[src/rtl/rv32i_pkg.sv]
// Shared RV32I decode definitions.
// Contents: datapath widths, base opcodes, the 4-bit ALU operation enum,
// decode FSM states, the decode bundle types and two small decode helpers.
package rv32i_pkg;

  localparam int XLEN   = 32;
  localparam int REG_AW = 5;

  localparam logic [6:0] OPC_LUI    = 7'b0110111;
  localparam logic [6:0] OPC_AUIPC  = 7'b0010111;
  localparam logic [6:0] OPC_JAL    = 7'b1101111;
  localparam logic [6:0] OPC_JALR   = 7'b1100111;
  localparam logic [6:0] OPC_BRANCH = 7'b1100011;
  localparam logic [6:0] OPC_LOAD   = 7'b0000011;
  localparam logic [6:0] OPC_STORE  = 7'b0100011;
  localparam logic [6:0] OPC_OP_IMM = 7'b0010011;
  localparam logic [6:0] OPC_OP     = 7'b0110011;
  localparam logic [6:0] OPC_FENCE  = 7'b0001111;
  localparam logic [6:0] OPC_SYSTEM = 7'b1110011;

  typedef enum logic [3:0] {
    ALU_ADD, ALU_SUB, ALU_SLL, ALU_SLT, ALU_SLTU, ALU_XOR,
    ALU_SRL, ALU_SRA, ALU_OR, ALU_AND, ALU_PASSB
  } alu_op_t;

  typedef enum logic [1:0] {ST_IDLE, ST_READ, ST_LATCH, ST_VALID} state_t;

  typedef struct packed {
    alu_op_t alu;
    logic    use_imm;
    logic    reg_we;
    logic    mem_re;
    logic    mem_we;
    logic    branch;
    logic    jump;
    logic    illegal;
  } ctrl_t;

  typedef struct packed {
    logic [XLEN-1:0]   pc;
    logic [XLEN-1:0]   op1;
    logic [XLEN-1:0]   op2;
    logic [XLEN-1:0]   imm;
    logic [REG_AW-1:0] rd;
    ctrl_t             ctrl;
  } bundle_t;

  function automatic logic opcode_known(input logic [6:0] opc);
    return opc inside {OPC_LUI, OPC_AUIPC, OPC_JAL, OPC_JALR, OPC_BRANCH, OPC_LOAD,
                       OPC_STORE, OPC_OP_IMM, OPC_OP, OPC_FENCE, OPC_SYSTEM};
  endfunction

  // alt selects SUB (funct3=000) or SRA (funct3=101); callers decide when it applies.
  function automatic alu_op_t alu_from_funct(input logic [2:0] funct3, input logic alt);
    alu_op_t op;
    op = ALU_ADD;
    case (funct3)
      3'b000: op = alt ? ALU_SUB : ALU_ADD;
      3'b001: op = ALU_SLL;
      3'b010: op = ALU_SLT;
      3'b011: op = ALU_SLTU;
      3'b100: op = ALU_XOR;
      3'b101: op = alt ? ALU_SRA : ALU_SRL;
      3'b110: op = ALU_OR;
      3'b111: op = ALU_AND;
    endcase
    return op;
  endfunction

endpackage

[src/rtl/decode_stage_if.sv]
// Bus bundle around the decode stage: fetch handshake, regFile read port,
// flush, and the decode-bundle handshake towards execute.
// Modports: slave = decode stage view, master = surrounding pipeline view.
interface decode_stage_if;
  import rv32i_pkg::*;

  logic              flush;
  logic              if_valid;
  logic              if_ready;
  logic [XLEN-1:0]   if_instr;
  logic [XLEN-1:0]   if_pc;
  logic [REG_AW-1:0] rf_rs1;
  logic [REG_AW-1:0] rf_rs2;
  logic              rf_wen;
  logic [XLEN-1:0]   rf_rd1;
  logic [XLEN-1:0]   rf_rd2;
  logic              id_valid;
  logic              id_ready;
  logic [XLEN-1:0]   id_pc;
  logic [XLEN-1:0]   id_op1;
  logic [XLEN-1:0]   id_op2;
  logic [XLEN-1:0]   id_imm;
  logic [REG_AW-1:0] id_rd;
  alu_op_t           id_alu_op;
  logic              id_use_imm;
  logic              id_reg_we;
  logic              id_mem_re;
  logic              id_mem_we;
  logic              id_branch;
  logic              id_jump;
  logic              id_illegal;

  modport slave (
    input  flush, if_valid, if_instr, if_pc, rf_wen, rf_rd1, rf_rd2, id_ready,
    output if_ready, rf_rs1, rf_rs2, id_valid, id_pc, id_op1, id_op2, id_imm, id_rd,
           id_alu_op, id_use_imm, id_reg_we, id_mem_re, id_mem_we, id_branch, id_jump,
           id_illegal
  );

  modport master (
    output flush, if_valid, if_instr, if_pc, rf_wen, rf_rd1, rf_rd2, id_ready,
    input  if_ready, rf_rs1, rf_rs2, id_valid, id_pc, id_op1, id_op2, id_imm, id_rd,
           id_alu_op, id_use_imm, id_reg_we, id_mem_re, id_mem_we, id_branch, id_jump,
           id_illegal
  );
endinterface

[src/rtl/decode_stage_imm_gen.sv]
// imm_gen: combinational RV32I immediate extraction.
// Ports: instr (in, 32) instruction word; imm (out, 32) sign-extended
// immediate in the format implied by the opcode, 0 for R-type/unknown.
module imm_gen
  import rv32i_pkg::*;
(
  input  logic [XLEN-1:0] instr,
  output logic [XLEN-1:0] imm
);
  always_comb begin
    imm = '0;
    case (instr[6:0])
      OPC_LOAD, OPC_OP_IMM, OPC_JALR, OPC_FENCE, OPC_SYSTEM:
        imm = {{20{instr[31]}}, instr[31:20]};
      OPC_STORE:
        imm = {{20{instr[31]}}, instr[31:25], instr[11:7]};
      OPC_BRANCH:
        imm = {{20{instr[31]}}, instr[7], instr[30:25], instr[11:8], 1'b0};
      OPC_LUI, OPC_AUIPC:
        imm = {instr[31:12], 12'b0};
      OPC_JAL:
        imm = {{12{instr[31]}}, instr[19:12], instr[20], instr[30:21], 1'b0};
      default: imm = '0;
    endcase
  end
endmodule

[src/rtl/decode_stage.sv]
// decode_stage: RV32I decode stage in front of a registered-read regFile.
// Ports: clk, rst (sync, active high); bus (decode_stage_if.slave) carrying
// flush, fetch handshake (if_*), regFile read port (rf_*) and the registered
// decode bundle handshake towards execute (id_*).
// One instruction in flight: IDLE -> READ (wait for a regFile read cycle,
// i.e. rf_wen low) -> LATCH (capture operands + decode) -> VALID.
module decode_stage
  import rv32i_pkg::*;
(
  input logic           clk,
  input logic           rst,
  decode_stage_if.slave bus
);
  state_t            state_reg, state_next;
  logic [XLEN-1:0]   instr_reg, pc_reg;
  bundle_t           bundle_reg;
  ctrl_t             ctrl;
  logic [XLEN-1:0]   imm;
  logic              accept, legal, wb;
  logic [6:0]        opcode, funct7;
  logic [2:0]        funct3;
  logic [REG_AW-1:0] rs1, rs2, rd;

  assign opcode = instr_reg[6:0];
  assign rd     = instr_reg[11:7];
  assign funct3 = instr_reg[14:12];
  assign rs1    = instr_reg[19:15];
  assign rs2    = instr_reg[24:20];
  assign funct7 = instr_reg[31:25];

  imm_gen u_imm_gen (.instr(instr_reg), .imm(imm));

  assign bus.if_ready = !rst && (state_reg == ST_IDLE || (state_reg == ST_VALID && bus.id_ready));
  // flush suppresses the fetch handshake even though if_ready may be high
  assign accept = bus.if_valid && bus.if_ready && !bus.flush;

  always_ff @(posedge clk) begin
    if (rst) state_reg <= ST_IDLE;
    else     state_reg <= state_next;
  end

  always_comb begin
    state_next = state_reg;
    if (bus.flush) begin
      state_next = ST_IDLE;
    end else begin
      case (state_reg)
        ST_IDLE:  if (accept) state_next = ST_READ;
        // regFile only refreshes its read outputs on edges where wEn is low
        ST_READ:  if (!bus.rf_wen) state_next = ST_LATCH;
        ST_LATCH: state_next = ST_VALID;
        ST_VALID: if (bus.id_ready) state_next = accept ? ST_READ : ST_IDLE;
        default:  state_next = ST_IDLE;
      endcase
    end
  end

  always_comb begin
    bus.id_valid = (state_reg == ST_VALID);
    bus.rf_rs1   = rs1;
    bus.rf_rs2   = rs2;
  end

  assign legal = (instr_reg[1:0] == 2'b11) && opcode_known(opcode);

  always_comb begin
    ctrl = '0;
    wb   = 1'b0;
    if (!legal) begin
      ctrl.illegal = 1'b1;
    end else begin
      case (opcode)
        OPC_LUI:    begin ctrl.alu = ALU_PASSB; ctrl.use_imm = 1'b1; wb = 1'b1; end
        OPC_AUIPC:  begin ctrl.use_imm = 1'b1; wb = 1'b1; end
        OPC_JAL:    begin ctrl.jump = 1'b1; wb = 1'b1; end
        OPC_JALR:   begin ctrl.jump = 1'b1; ctrl.use_imm = 1'b1; wb = 1'b1; end
        OPC_BRANCH: begin ctrl.alu = ALU_SUB; ctrl.branch = 1'b1; end
        OPC_LOAD:   begin ctrl.use_imm = 1'b1; ctrl.mem_re = 1'b1; wb = 1'b1; end
        OPC_STORE:  begin ctrl.use_imm = 1'b1; ctrl.mem_we = 1'b1; end
        // no SUBI exists; SRAI is selected by imm[10]
        OPC_OP_IMM: begin
          ctrl.alu     = alu_from_funct(funct3, (funct3 == 3'b101) && instr_reg[30]);
          ctrl.use_imm = 1'b1;
          wb           = 1'b1;
        end
        OPC_OP: begin
          ctrl.alu = alu_from_funct(funct3, funct7 == 7'b0100000);
          wb       = 1'b1;
        end
        default: ctrl = '0;  // FENCE / SYSTEM: no enables
      endcase
    end
    ctrl.reg_we = wb && (rd != '0);
  end

  always_ff @(posedge clk) begin
    if (rst) begin
      instr_reg  <= '0;
      pc_reg     <= '0;
      bundle_reg <= '0;
    end else begin
      if (accept) begin
        instr_reg <= bus.if_instr;
        pc_reg    <= bus.if_pc;
      end
      if (state_reg == ST_LATCH && !bus.flush) begin
        bundle_reg.pc   <= pc_reg;
        bundle_reg.op1  <= (rs1 == '0) ? '0 : bus.rf_rd1;
        bundle_reg.op2  <= (rs2 == '0) ? '0 : bus.rf_rd2;
        bundle_reg.imm  <= imm;
        bundle_reg.rd   <= rd;
        bundle_reg.ctrl <= ctrl;
      end
    end
  end

  assign bus.id_pc      = bundle_reg.pc;
  assign bus.id_op1     = bundle_reg.op1;
  assign bus.id_op2     = bundle_reg.op2;
  assign bus.id_imm     = bundle_reg.imm;
  assign bus.id_rd      = bundle_reg.rd;
  assign bus.id_alu_op  = bundle_reg.ctrl.alu;
  assign bus.id_use_imm = bundle_reg.ctrl.use_imm;
  assign bus.id_reg_we  = bundle_reg.ctrl.reg_we;
  assign bus.id_mem_re  = bundle_reg.ctrl.mem_re;
  assign bus.id_mem_we  = bundle_reg.ctrl.mem_we;
  assign bus.id_branch  = bundle_reg.ctrl.branch;
  assign bus.id_jump    = bundle_reg.ctrl.jump;
  assign bus.id_illegal = bundle_reg.ctrl.illegal;

endmodule
[src/flat_wrapper.sv]
// flat-port wrapper written by rule: the top's interface ports become plain ports
module decode_stage_flat import rv32i_pkg::*;
  (clk, rst, bus_flush, bus_if_valid, bus_if_instr, bus_if_pc, bus_rf_wen, bus_rf_rd1, bus_rf_rd2, bus_id_ready, bus_if_ready, bus_rf_rs1, bus_rf_rs2, bus_id_valid, bus_id_pc, bus_id_op1, bus_id_op2, bus_id_imm, bus_id_rd, bus_id_alu_op, bus_id_use_imm, bus_id_reg_we, bus_id_mem_re, bus_id_mem_we, bus_id_branch, bus_id_jump, bus_id_illegal);
  decode_stage_if bus_i ();
  input logic clk;
  input logic rst;
  input wire logic [$bits(bus_i.flush)-1:0] bus_flush;
  input wire logic [$bits(bus_i.if_valid)-1:0] bus_if_valid;
  input wire logic [$bits(bus_i.if_instr)-1:0] bus_if_instr;
  input wire logic [$bits(bus_i.if_pc)-1:0] bus_if_pc;
  input wire logic [$bits(bus_i.rf_wen)-1:0] bus_rf_wen;
  input wire logic [$bits(bus_i.rf_rd1)-1:0] bus_rf_rd1;
  input wire logic [$bits(bus_i.rf_rd2)-1:0] bus_rf_rd2;
  input wire logic [$bits(bus_i.id_ready)-1:0] bus_id_ready;
  output wire logic [$bits(bus_i.if_ready)-1:0] bus_if_ready;
  output wire logic [$bits(bus_i.rf_rs1)-1:0] bus_rf_rs1;
  output wire logic [$bits(bus_i.rf_rs2)-1:0] bus_rf_rs2;
  output wire logic [$bits(bus_i.id_valid)-1:0] bus_id_valid;
  output wire logic [$bits(bus_i.id_pc)-1:0] bus_id_pc;
  output wire logic [$bits(bus_i.id_op1)-1:0] bus_id_op1;
  output wire logic [$bits(bus_i.id_op2)-1:0] bus_id_op2;
  output wire logic [$bits(bus_i.id_imm)-1:0] bus_id_imm;
  output wire logic [$bits(bus_i.id_rd)-1:0] bus_id_rd;
  output wire logic [$bits(bus_i.id_alu_op)-1:0] bus_id_alu_op;
  output wire logic [$bits(bus_i.id_use_imm)-1:0] bus_id_use_imm;
  output wire logic [$bits(bus_i.id_reg_we)-1:0] bus_id_reg_we;
  output wire logic [$bits(bus_i.id_mem_re)-1:0] bus_id_mem_re;
  output wire logic [$bits(bus_i.id_mem_we)-1:0] bus_id_mem_we;
  output wire logic [$bits(bus_i.id_branch)-1:0] bus_id_branch;
  output wire logic [$bits(bus_i.id_jump)-1:0] bus_id_jump;
  output wire logic [$bits(bus_i.id_illegal)-1:0] bus_id_illegal;
  assign bus_i.flush = bus_flush;
  assign bus_i.if_valid = bus_if_valid;
  assign bus_i.if_instr = bus_if_instr;
  assign bus_i.if_pc = bus_if_pc;
  assign bus_i.rf_wen = bus_rf_wen;
  assign bus_i.rf_rd1 = bus_rf_rd1;
  assign bus_i.rf_rd2 = bus_rf_rd2;
  assign bus_i.id_ready = bus_id_ready;
  assign bus_if_ready = bus_i.if_ready;
  assign bus_rf_rs1 = bus_i.rf_rs1;
  assign bus_rf_rs2 = bus_i.rf_rs2;
  assign bus_id_valid = bus_i.id_valid;
  assign bus_id_pc = bus_i.id_pc;
  assign bus_id_op1 = bus_i.id_op1;
  assign bus_id_op2 = bus_i.id_op2;
  assign bus_id_imm = bus_i.id_imm;
  assign bus_id_rd = bus_i.id_rd;
  assign bus_id_alu_op = bus_i.id_alu_op;
  assign bus_id_use_imm = bus_i.id_use_imm;
  assign bus_id_reg_we = bus_i.id_reg_we;
  assign bus_id_mem_re = bus_i.id_mem_re;
  assign bus_id_mem_we = bus_i.id_mem_we;
  assign bus_id_branch = bus_i.id_branch;
  assign bus_id_jump = bus_i.id_jump;
  assign bus_id_illegal = bus_i.id_illegal;
  decode_stage u_core (.clk(clk), .rst(rst), .bus(bus_i));
endmodule
[config.mk]
export PLATFORM = sky130hd
export DESIGN_NAME = decode_stage_flat
export DESIGN_NICKNAME = d
export VERILOG_FILES = /design/src/rtl/rv32i_pkg.sv /design/src/rtl/decode_stage_if.sv /design/src/rtl/decode_stage_imm_gen.sv /design/src/rtl/decode_stage.sv /design/src/flat_wrapper.sv
export SDC_FILE = /design/constraint.sdc
export NUM_CORES = 1
export LEC_CHECK = 0
export ABC_AREA = 1
export ABC_CLOCK_PERIOD_IN_PS = 1600
export CELL_PAD_IN_SITES_DETAIL_PLACEMENT = 1
export CELL_PAD_IN_SITES_GLOBAL_PLACEMENT = 2
export CORE_ASPECT_RATIO = 0.6
export CORE_MARGIN = 10
export CORE_UTILIZATION = 22
export CTS_CLUSTER_DIAMETER = 120
export DETAILED_ROUTE_END_ITERATION = 16
export GPL_ROUTABILITY_DRIVEN = 0
export PLACE_DENSITY = 0.8
export SLEW_MARGIN = 20
export SYNTH_ARGS = -nofsm -noshare
export SYNTH_HDL_FRONTEND = slang
export SYNTH_SLANG_ARGS = --single-unit
[constraint.sdc]
create_clock -name clk -period 1.6 [get_ports clk]
set_input_delay 0.16 -clock clk [delete_from_list [all_inputs] [get_ports clk]]
set_output_delay 0.16 -clock clk [all_outputs]
set_load 0.05 [all_outputs]
==> flow_summary.toml <==
[flow_run]
cap_viol_max_count = 0

[yosys]
yosysSeqAreaShare_pct = 49.01
synthSimpleGateAreaFrac_pct = 22.68
syn_area_sq_mm = 0.008578
synthMuxAreaShare_pct = 0
async_reset_ff_share_pct = 0
synth_fp_nets = 1260
syn_inst = 1121
synth_edf_count = 0
synth_xor_area_share_pct = 0
synth_compound_area_share_pct = 20.42
synth.avg_cell_area_sq_um = 7.652
synthAdderAreaFrac_pct = 0.7293
synth_seq_cells = 210
ys.flop_type = "dfxtp_1"
synth_top_family_by_area = "simple AND/OR/NAND/NOR gates"
synth.distinct_cells = 31
yosys_warnings = 0

[global_routing]
grt.total_usage_pct = 14.21
grt_pass1_vias = 8663
grt_antenna_before_repair = 1
grt_pass1_wl_um = 53570
grt-ovfl-total = 0
grt_max_degree = 82

[floorplan]
dieWidth_um = 274.9
rows = 55
die-area_sq_mm = 0.04755
coreArea_sq_mm = 0.03806
floorplan.initialDensity_pct = 22.54
num_io_pins = 290
fp.dieH_um = 173.0

[power]
leakage_nw = 5.669
power_density_mw_per_mm2 = 979.0
ir_drop_mv = 0.4999

[routing]
drt-total-wl_um = 38090
drt_iter0_drc = 432
drc = 0
wl_per_cell_um = 19.36
post_drt_via_cell_ratio = 4.464
first_pass_iters = 5
via_count = 8780
ant_nets = 0

[placed_design]
preCtsSetupSlack_ns = -0.1275
numPortBuffers = 289
dp_cells = 1894
hpwlAfterDp_um = 26970

[timing]
layout_setup_ws_ns = -0.1762
worstMarginPinSlew_ns = 0.4188
hold_viol = 0
slew_headroom_pct = 71.78
fin_skew_ns = 0.01264
holdWs_ns = 0.1305
fin_crit_sh_pct = 111.0
finalSetupViolations = 50
fmax_mhz = 563.0
maxSlewViolCount = 0
rsz0062_at_grt = "true"
period_minus_slack_ns = 1.776

[clocking]
cts_sinks = 210
clk_pin_slew_worst_paths_ns = 0.06
ctsRootBufferMaster = "clkbuf_16"
cts_tree = "done"
insertion_delay_ns = 0.53
postCtsHoldBufs = 0
cts_buffers = 25
cts_max_path_buffers = 3
cts_max_level = 1

[worst_setup_path]
worstPathMaxFanout = 3
max_stage_delay_ns = 0.38
cp_slowest_cell = "dfxtp_4"
crit_arrival_ns = 1.62
crit_buf_inv = 4
worstPathCellList = "inv_4 -> ha_4 -> a21o_1 -> inv_2 -> buf_6 -> nor2_4 -> buf_12"
end_kind = "primary output"
path_class = "reg -> out"
crit_family = "flip-flops"
startpoint_type = "flip-flop"
worstPathRequired_ns = 1.44

[final_layout]
layout-drive-gt1-share_pct = 33.79
final_core_util_pct = 36.19
area_delta_synth_final_pct = 60.55
finalNonFillerCells = 1967
finish.net_count = 1575

[status]
outcome = "complete, but fails checks"
violations = "negative setup slack"

[worst_hold_path]
hp-class = "in -> reg"
## layer usage
metal / GRT usage, % / part of all wire, % / vias to the layer above / wire, um
li1: - / - / 4285 / -
met1: 19.01 / 47 / 4257 / 17770
met2: 23.04 / 46 / 208 / 17610
met3: 3.417 / 6.0 / 30 / 2270
met4: 2.315 / 1.1 / 0 / 437
met5: 0 / 0 / - / 0
## what timing repair did
| item | CTS | global route |
|---|---|---|
| endpoints found under the setup margin | 147 | 147 |
| resized for setup | 67 | 186 |
| cloned | 0 | 16 |
| pin swaps | 2 | 5 |
| setup buffers | 5 | 8 |
## path summary, 6_finish.rpt
kind | startpoint | endpoint | slack, ns | depth (start not counted)
hold reg to reg | u_core.bus.id_imm[2] | u_core.bus.id_imm[2] | 0.47 | 2
setup reg to reg | u_core.state_reg[0] | u_core.pc_reg[13] | -0.09 | 12
setup / recovery | u_core.state_reg[0] | bus_if_ready | -0.18 | 7
hold / removal | rst | u_core.state_reg[1] | 0.13 | 5
## worst min-delay path, cell delays in order
cell	delay, ns
buf_2	0.16
nor2_2	0.05
buf_4	0.13
o21ai_0	0.07
a21oi_1	0.04
## synth_stat cells, types with 3 or more instances
cell | number | area share (%)
dfxtp_1 | 210 | 49
nor2_1 | 183 | 8.0
nand2_1 | 171 | 7.5
o21ai_0 | 167 | 9.7
a21oi_1 | 126 | 7.4
clkbuf_1 | 60 | 2.6
inv_1 | 36 | 1.6
nand2_2 | 34 | 2.5
a21oi_2 | 20 | 2.0
nand3_1 | 16 | 0.93
nor2_2 | 16 | 1.2
o21ai_1 | 14 | 0.82
buf_4 | 12 | 1.1
nand2_4 | 11 | 1.4
inv_2 | 9 | 0.39
buf_2 | 7 | 0.41
buf_6 | 6 | 0.79
ha_1 | 5 | 0.73
nand3_2 | 3 | 0.35
## where the power goes
group | total (W) | switching (W) | internal, W
registers | 0.00555 | 0.000138 | 0.00541
clock network | 0.00592 | 0.00235 | 0.00356
logic | 0.00202 | 0.00119 | 0.000831
total | 0.0135 | 0.00368 | 0.00980
## placed cells by master (no fill, tap or decap), types with 35 or more instances in the layout
cell / count
dfxtp_1: 201
buf_4: 198
nand2_1: 167
nor2_1: 146
clkdlybuf4s50_1: 132
a21oi_1: 121
o21ai_0: 75
o21ai_1: 60
nor2_2: 46
o21ai_2: 45
nand2_2: 35
clkbuf_16: 35
## per-stage QoR
step / instance area (sq um) / power, W / TNS [ns]
floorplan: 8596 / 0.006540 / 0
global placement: 11940 / 0.007396 / -1.240
detailed placement: 11940 / 0.007430 / -8.262
CTS: 12880 / 0.01350 / -0.2278
global route: 13770 / 0.01413 / -6.175
finish: 13770 / 0.01348 / -2.373
## final cells by class
class                      instances  area (sq um)
antenna                            1         2.502
clock buffer                      38         754.5
clock inverter                     6         90.09
fill                            4443         24280
inverter                          46         205.2
multi-input combinational        779          4233
sequential                       210          4220
tap                              513         641.9
timing repair buffer             372          3602
timing repair inverter             2         22.52
## cells by family after synthesis
group	count (synthesis)
AOI/OAI and AO/OA	331
buffers and inverters	133
DFF	210
adders and majority gates	5
and+or+nand+nor	442
Note: power is estimated with default switching activity, not from simulation.
